<file path="src/rtl/if_fetch_pkg.sv">
// Shared widths, reset PC and fetch-state encodings for the instruction-fetch stage.
package if_fetch_pkg;

  localparam int MEM_ADDR_W  = 18;
  localparam int MEM_VALUE_W = 16;

  localparam logic [MEM_ADDR_W-1:0] RESET_PC_DEF = '0;

  localparam logic [1:0] ST_IDLE = 2'd0;
  localparam logic [1:0] ST_REQ  = 2'd1;
  localparam logic [1:0] ST_WAIT = 2'd2;
  localparam logic [1:0] ST_HOLD = 2'd3;

endpackage

</file>
<file path="src/rtl/if_fetch.sv">
// Instruction fetch: owns the PC, drives the RAM2 controller's instruction port and
// hands one instruction at a time to IF/ID. IF_STAT_EN adds fetch/wait counters.
module if_fetch
  import if_fetch_pkg::*;
#(
  parameter int                ADDR_W   = MEM_ADDR_W,
  parameter int                DATA_W   = MEM_VALUE_W,
  parameter logic [ADDR_W-1:0] RESET_PC = ADDR_W'(RESET_PC_DEF)
) (
  input  logic              clk,
  input  logic              rst,
  output logic              mem_req,
  output logic [ADDR_W-1:0] mem_addr,
  input  logic              mem_done,
  input  logic [DATA_W-1:0] mem_data,
  output logic              inst_valid,
  output logic [DATA_W-1:0] inst,
  output logic [ADDR_W-1:0] inst_pc,
  input  logic              id_ready,
  input  logic              redirect,
  input  logic [ADDR_W-1:0] redirect_pc
`ifdef IF_STAT_EN
  ,
  output logic [15:0]       fetch_cnt,
  output logic [15:0]       wait_cnt
`endif
);

  logic [1:0]        state;
  logic [ADDR_W-1:0] pc;
  logic              seen_low;
  logic              kill;

  always_ff @(posedge clk or negedge rst) begin
    if (!rst) begin
      state      <= ST_IDLE;
      pc         <= RESET_PC;
      mem_req    <= 1'b0;
      mem_addr   <= RESET_PC;
      inst_valid <= 1'b0;
      inst       <= '0;
      inst_pc    <= '0;
      seen_low   <= 1'b0;
      kill       <= 1'b0;
    end else begin
      case (state)
        ST_IDLE: begin
          mem_addr <= redirect ? redirect_pc : pc;
          if (redirect) pc <= redirect_pc;
          mem_req  <= 1'b1;
          seen_low <= 1'b0;
          state    <= ST_REQ;
        end
        // mem_done may still be high from the previous fetch; only a low
        // level proves the controller has taken this request.
        ST_REQ: begin
          if (!mem_done) begin
            seen_low <= 1'b1;
            state    <= ST_WAIT;
          end
          if (redirect) begin
            kill <= 1'b1;
            pc   <= redirect_pc;
          end
        end
        ST_WAIT: begin
          if (!mem_done) seen_low <= 1'b1;
          if (mem_done && seen_low) begin
            mem_req <= 1'b0;
            if (kill || redirect) begin
              kill  <= 1'b0;
              state <= ST_IDLE;
              if (redirect) pc <= redirect_pc;
            end else begin
              inst       <= mem_data;
              inst_pc    <= mem_addr;
              inst_valid <= 1'b1;
              pc         <= mem_addr + ADDR_W'(1);
              state      <= ST_HOLD;
            end
          end else if (redirect) begin
            kill <= 1'b1;
            pc   <= redirect_pc;
          end
        end
        ST_HOLD: begin
          // A redirect wins over a same-cycle id_ready: the held instruction is dropped.
          if (redirect) begin
            inst_valid <= 1'b0;
            pc         <= redirect_pc;
            state      <= ST_IDLE;
          end else if (id_ready) begin
            inst_valid <= 1'b0;
            state      <= ST_IDLE;
          end
        end
        default: state <= ST_IDLE;
      endcase
    end
  end

`ifdef IF_STAT_EN
  logic xfer;
  assign xfer = (state == ST_HOLD) && inst_valid && id_ready && !redirect;

  always_ff @(posedge clk or negedge rst) begin
    if (!rst) begin
      fetch_cnt <= '0;
      wait_cnt  <= '0;
    end else begin
      if (xfer)    fetch_cnt <= fetch_cnt + 16'd1;
      if (mem_req) wait_cnt  <= wait_cnt + 16'd1;
    end
  end
`endif

endmodule

</file>
<file path="config.mk">
export PLATFORM = sky130hd
export DESIGN_NAME = if_fetch
export DESIGN_NICKNAME = d
export VERILOG_FILES = /design/src/rtl/if_fetch_pkg.sv /design/src/rtl/if_fetch.sv
export SDC_FILE = /design/constraint.sdc
export NUM_CORES = 1
export LEC_CHECK = 0
export CORE_UTILIZATION = 48
export DETAILED_ROUTE_END_ITERATION = 10
export GPL_TIMING_DRIVEN = 0
export PLACE_DENSITY = 0.78
export SYNTH_ARGS = -nofsm -noshare
export SYNTH_HDL_FRONTEND = slang
export SYNTH_SLANG_ARGS = --single-unit
</file>
<file path="constraint.sdc">
create_clock -name clk -period 2.3 [get_ports clk]
set_input_delay 0.46 -clock clk [delete_from_list [all_inputs] [get_ports clk]]
set_output_delay 0.46 -clock clk [all_outputs]
set_load 0.05 [all_outputs]
</file>
==> report_table.html <==
<table>
<tr><th>Metric</th><th>Value</th></tr>
<tr><th colspan="2">Die</th></tr>
<tr><td>Initial Utilization</td><td>49.73%</td></tr>
<tr><td>DIE HEIGHT</td><td>roughly 86 um</td></tr>
<tr><td>Placement row count</td><td>30</td></tr>
<tr><td>Standard cell core area</td><td>0.006832 mm2</td></tr>
<tr><td>Die area</td><td>about 0.0074 mm2</td></tr>
<tr><td>I/O Pins</td><td>93</td></tr>
<tr><td>Horizontal die dimension</td><td>86.13 um</td></tr>
<tr><th colspan="2">Clocking</th></tr>
<tr><td>CTS tree</td><td>built</td></tr>
<tr><td>Clock sinks</td><td>76</td></tr>
<tr><td>Clock root buffer master</td><td>sky130_fd_sc_hd__clkbuf_8</td></tr>
<tr><td>Number of clock buffers inserted by TritonCTS</td><td>9</td></tr>
<tr><td>Largest buffer count on any clock path</td><td>2</td></tr>
<tr><td>H-Tree Level Count</td><td>3</td></tr>
<tr><td>Reg clk slew, reported paths</td><td>0.08 ns</td></tr>
<tr><td>Clock latency on the worst-skew pair</td><td>between 0.3 and 0.4 ns</td></tr>
<tr><td>Post-CTS setup buffers</td><td>0</td></tr>
<tr><th colspan="2">STA</th></tr>
<tr><td>Final Hold Viols</td><td>0</td></tr>
<tr><td>Rel. slew slack</td><td>46.28%</td></tr>
<tr><td>Portion of the clock cycle consumed by the worst path in the final layout</td><td>between 90% and 100%</td></tr>
<tr><td>Setup Skew</td><td>0.008200 ns</td></tr>
<tr><td>Final critical-path required period</td><td>approximately 2.2 ns</td></tr>
<tr><td>Count of endpoints failing setup in the final report</td><td>0</td></tr>
<tr><td>Total count of max-transition violations in the final report</td><td>0</td></tr>
<tr><td>Worst slack on hold paths</td><td>0.4859 ns</td></tr>
<tr><td>Transition time at the pin with the least slew margin</td><td>approximately 0.81 ns</td></tr>
<tr><td>Max Clock Freq</td><td>~0.45 GHz</td></tr>
<tr><td>Setup repair after global routing missed its margin</td><td>no</td></tr>
<tr><th colspan="2">Logic synthesis</th></tr>
<tr><td>Synthesized netlist net count</td><td>336</td></tr>
<tr><td>Most area-hungry cell type in the Yosys netlist</td><td>sky130_fd_sc_hd__dfrtp_1</td></tr>
<tr><td>Synth top area share</td><td>between 50% and 60%</td></tr>
<tr><td>Fraction of the yosys area taken by sequential cells</td><td>55.99%</td></tr>
<tr><td>EDFF count, synth</td><td>0</td></tr>
<tr><td>Prevailing post-synth register cell</td><td>sky130_fd_sc_hd__dfrtp_1</td></tr>
<tr><td>Post-synthesis cell type count</td><td>32</td></tr>
<tr><td>Synth Warn #</td><td>0</td></tr>
<tr><td>Mean area per synthesized cell</td><td>around 12 um2</td></tr>
<tr><td>Fraction of registers with async set or reset after synthesis</td><td>100.0%</td></tr>
<tr><td>Instance count of the mapped netlist</td><td>roughly 290</td></tr>
<tr><td>Number of storage elements in the synthesis netlist</td><td>76</td></tr>
<tr><td>Top post-synthesis cells by area</td><td>sky130_fd_sc_hd__dfrtp_1 56%, sky130_fd_sc_hd__mux2_2 11%, sky130_fd_sc_hd__mux2i_1 8.0%</td></tr>
<tr><td>Mapped Area</td><td>~0.0034 mm2</td></tr>
<tr><th colspan="2">Power</th></tr>
<tr><td>Peak VDD IR</td><td>around 0.87 mV</td></tr>
<tr><td>Power Density</td><td>1510 mW/mm2</td></tr>
<tr><td>Total leakage power</td><td>~0.0020 uW</td></tr>
<tr><th colspan="2">Worst setup path</th></tr>
<tr><td>Type of the worst setup path</td><td>flip-flop to primary output</td></tr>
<tr><td>Cell with the biggest individual delay on the critical path</td><td>sky130_fd_sc_hd__clkdlybuf4s50_1</td></tr>
<tr><td>Element type at the critical path start</td><td>flip-flop</td></tr>
<tr><td>Count of buffer and inverter cells on the critical path</td><td>1</td></tr>
<tr><td>Cells traversed along the worst timing path</td><td>clkdlybuf4s50_1</td></tr>
<tr><td>Largest incremental delay on the critical path</td><td>roughly 0.87 ns</td></tr>
<tr><td>Largest fanout of any net on the critical path</td><td>8</td></tr>
<tr><td>Worst r2r src</td><td>state[0]</td></tr>
<tr><td>Crit-path leading delay family</td><td>buffers and inverters</td></tr>
<tr><td>Timing startpoint of the critical path</td><td>mem_addr[6]</td></tr>
<tr><td>Required time of the worst setup path</td><td>1.84 ns</td></tr>
<tr><td>Type of destination of the critical path</td><td>primary output</td></tr>
<tr><td>Arrival time at the worst endpoint</td><td>1.74 ns</td></tr>
<tr><th colspan="2">Run</th></tr>
<tr><td>Max-capacitance violation count</td><td>0</td></tr>
<tr><th colspan="2">Route</th></tr>
<tr><td>Detailed-route wire length per cell</td><td>15.88 um</td></tr>
<tr><td>Iteration-0 DRC Markers</td><td>about 180</td></tr>
<tr><td>Number of vias per cell</td><td>approximately 5.3</td></tr>
<tr><td>Iteration count of the initial detailed-routing pass</td><td>4</td></tr>
<tr><td>Remaining number of nets flagged by the antenna check after routing</td><td>0</td></tr>
<tr><td>Detailed-route wire length</td><td>7.859 mm</td></tr>
<tr><td>Total number of vias</td><td>2616</td></tr>
<tr><td>Remaining routing DRC violations</td><td>0</td></tr>
<tr><th colspan="2">Hold path</th></tr>
<tr><td>Type of the worst min-delay path</td><td>input pin to async pin</td></tr>
<tr><th colspan="2">Placement</th></tr>
<tr><td>Port-buffer cells</td><td>91</td></tr>
<tr><td>Placer's final routability congestion estimate</td><td>0.7945</td></tr>
<tr><td>Area after detailed placement</td><td>0.004453 mm2</td></tr>
<tr><td>Final HPWL from detailed placement</td><td>5.297 mm</td></tr>
<tr><th colspan="2">Finish</th></tr>
<tr><td>Layout cell share with drive strength beyond 1</td><td>a little over an eighth</td></tr>
<tr><td>Cell area after layout</td><td>0.004633 mm2</td></tr>
<tr><td>Multi-input gate area</td><td>0.001405 mm2</td></tr>
<tr><td>Fill cell count</td><td>between 500 and 600</td></tr>
<tr><td>Register Area</td><td>0.001902 mm2</td></tr>
<tr><td>Ant diodes</td><td>0</td></tr>
<tr><td>Final Net Count</td><td>440</td></tr>
<tr><td>Layout area overhead</td><td>36.39%</td></tr>
<tr><th colspan="2">Global routing</th></tr>
<tr><td>Total track usage</td><td>22.73%</td></tr>
<tr><td>Global-route wire length before repair</td><td>12.75 mm</td></tr>
<tr><td>Vias in the first global route</td><td>2587</td></tr>
<tr><td>Number of antenna violations at the first check in global routing</td><td>0</td></tr>
<tr><td>Gr ovfl total</td><td>0</td></tr>
<tr><td>Largest net degree at the start of global routing</td><td>71</td></tr>
<tr><th colspan="2">Run status</th></tr>
<tr><td>Status</td><td>finished clean</td></tr>
</table>
cell usage after synthesis (2+ instances only):
cell type / count
sky130_fd_sc_hd__nor3_1: 8
sky130_fd_sc_hd__o21ai_0: 7
sky130_fd_sc_hd__nand4_1: 2
sky130_fd_sc_hd__nor4_1: 3
sky130_fd_sc_hd__a31oi_1: 4
sky130_fd_sc_hd__mux2i_1: 27
sky130_fd_sc_hd__mux2_2: 32
sky130_fd_sc_hd__nor2_1: 27
sky130_fd_sc_hd__dfrtp_1: 76
sky130_fd_sc_hd__nand2_1: 12
sky130_fd_sc_hd__nand3_1: 6
sky130_fd_sc_hd__buf_2: 3
sky130_fd_sc_hd__xnor2_1: 8
sky130_fd_sc_hd__or3_1: 3
sky130_fd_sc_hd__clkbuf_1: 11
sky130_fd_sc_hd__inv_1: 8
sky130_fd_sc_hd__a21oi_1: 30
sky130_fd_sc_hd__a211oi_1: 2
sky130_fd_sc_hd__and2_1: 4
sky130_fd_sc_hd__ha_1: 6
worst paths after layout:
path / endpoint / slack, ns / cells past startpoint
worst min register to register: inst_pc[6] / 0.49 / 2
worst max register to register: inst_pc[7] / 0.16 / 6
worst max-delay path: mem_addr[6] / 0.10 / 1
max in group asynchronous: mem_addr[3] / 1.25 / 3
worst min-delay path: inst_pc[8] / 0.49 / 2
min in group clk: inst_pc[6] / 0.49 / 2
sequential cells by signal, indices dropped and copies added (netlist names):
signal	cells
state	2
inst_pc	18
pc	18
kill	1
seen_low	1
mem_req	1
inst	16
mem_addr	18
inst_valid	1
placed cells by master (no fill, tap or decap), types with 3 or more instances in the layout:
cell type	count
sky130_fd_sc_hd__clkdlybuf4s50_1	90
sky130_fd_sc_hd__dfrtp_1	76
sky130_fd_sc_hd__mux2_2	32
sky130_fd_sc_hd__a21oi_1	30
sky130_fd_sc_hd__mux2i_1	27
sky130_fd_sc_hd__nor2_1	27
sky130_fd_sc_hd__clkbuf_1	12
sky130_fd_sc_hd__nand2_1	12
sky130_fd_sc_hd__clkbuf_8	11
sky130_fd_sc_hd__inv_1	8
sky130_fd_sc_hd__nor3_1	8
sky130_fd_sc_hd__xnor2_1	8
sky130_fd_sc_hd__o21ai_0	7
sky130_fd_sc_hd__nand3_1	6
sky130_fd_sc_hd__ha_1	6
sky130_fd_sc_hd__and2_1	4
sky130_fd_sc_hd__a31oi_1	4
sky130_fd_sc_hd__buf_2	3
sky130_fd_sc_hd__or3_1	3
sky130_fd_sc_hd__nor4_1	3
cells by family (layout without fill, tap and decap cells):
kind of cell    count (synthesis)  count (layout)  synth area share, %
compound gates                 48              48                7.919
xor+xnor                        9               9                2.321
fa+ha+maj                       6               6                2.210
buf+inv                        23             131                2.652
flops                          76              76                55.99
mux                            59              59                18.56
simple gates                   70              70                10.35
layer usage:
layer / share of wire (%) / global-route usage, % / vias up
met2: 50 / 35.57 / 90
met1: 43 / 30.93 / 1293
met4: 1.1 / 8.485 / 0
li1: - / - / 1228
met5: 0 / 0 / -
met3: 5.5 / 5.294 / 5
layout make-up:
| cell class | instances | share of cell area (%) |
|---|---|---|
| plain buffers | 15 | 1.323 |
| inverters | 8 | 0.6481 |
| clock inverters | 2 | 0.2160 |
| flip-flops and latches | 76 | 41.05 |
| repair buffers | 93 | 20.42 |
| clock buffers | 13 | 3.430 |
| multi-input cells | 192 | 30.33 |
| well taps | 96 | 2.592 |
metrics by stage:
stage | instances | utilization [%] | setup WS, ns | total power, uW | TNS [ns]
5_1_grt | 495 | 67.82 | 0.02668 | 7364 | 0
2_1_floorplan | 291 | - | 0.2078 | 4793 | 0
3_5_place_dp | 479 | 65.18 | -0.3742 | 6103 | -6.660
6_report | 495 | 67.82 | 0.1008 | 6997 | 0
3_3_place_gp | 478 | 64.82 | -1.861 | 6009 | -146.90
4_1_cts | 495 | 67.82 | 0.07133 | 7032 | 0
power breakdown:
part / switching (uW) / internal, uW / leakage, uW / total, uW
logic: 2430 / 1330 / 0.00101 / 3770
clock network: 465 / 443 / 0.0000893 / 908
registers: 478 / 1840 / 0.000928 / 2320
total: 3380 / 3620 / 0.00203 / 7000
repair_timing:
action,in CTS,in global routing
hold endpoints to repair,6,0
hold buffers,1,0
setup endpoints to repair,6,0
gates resized for setup,1,0
Power figures use the tool's default switching activity.
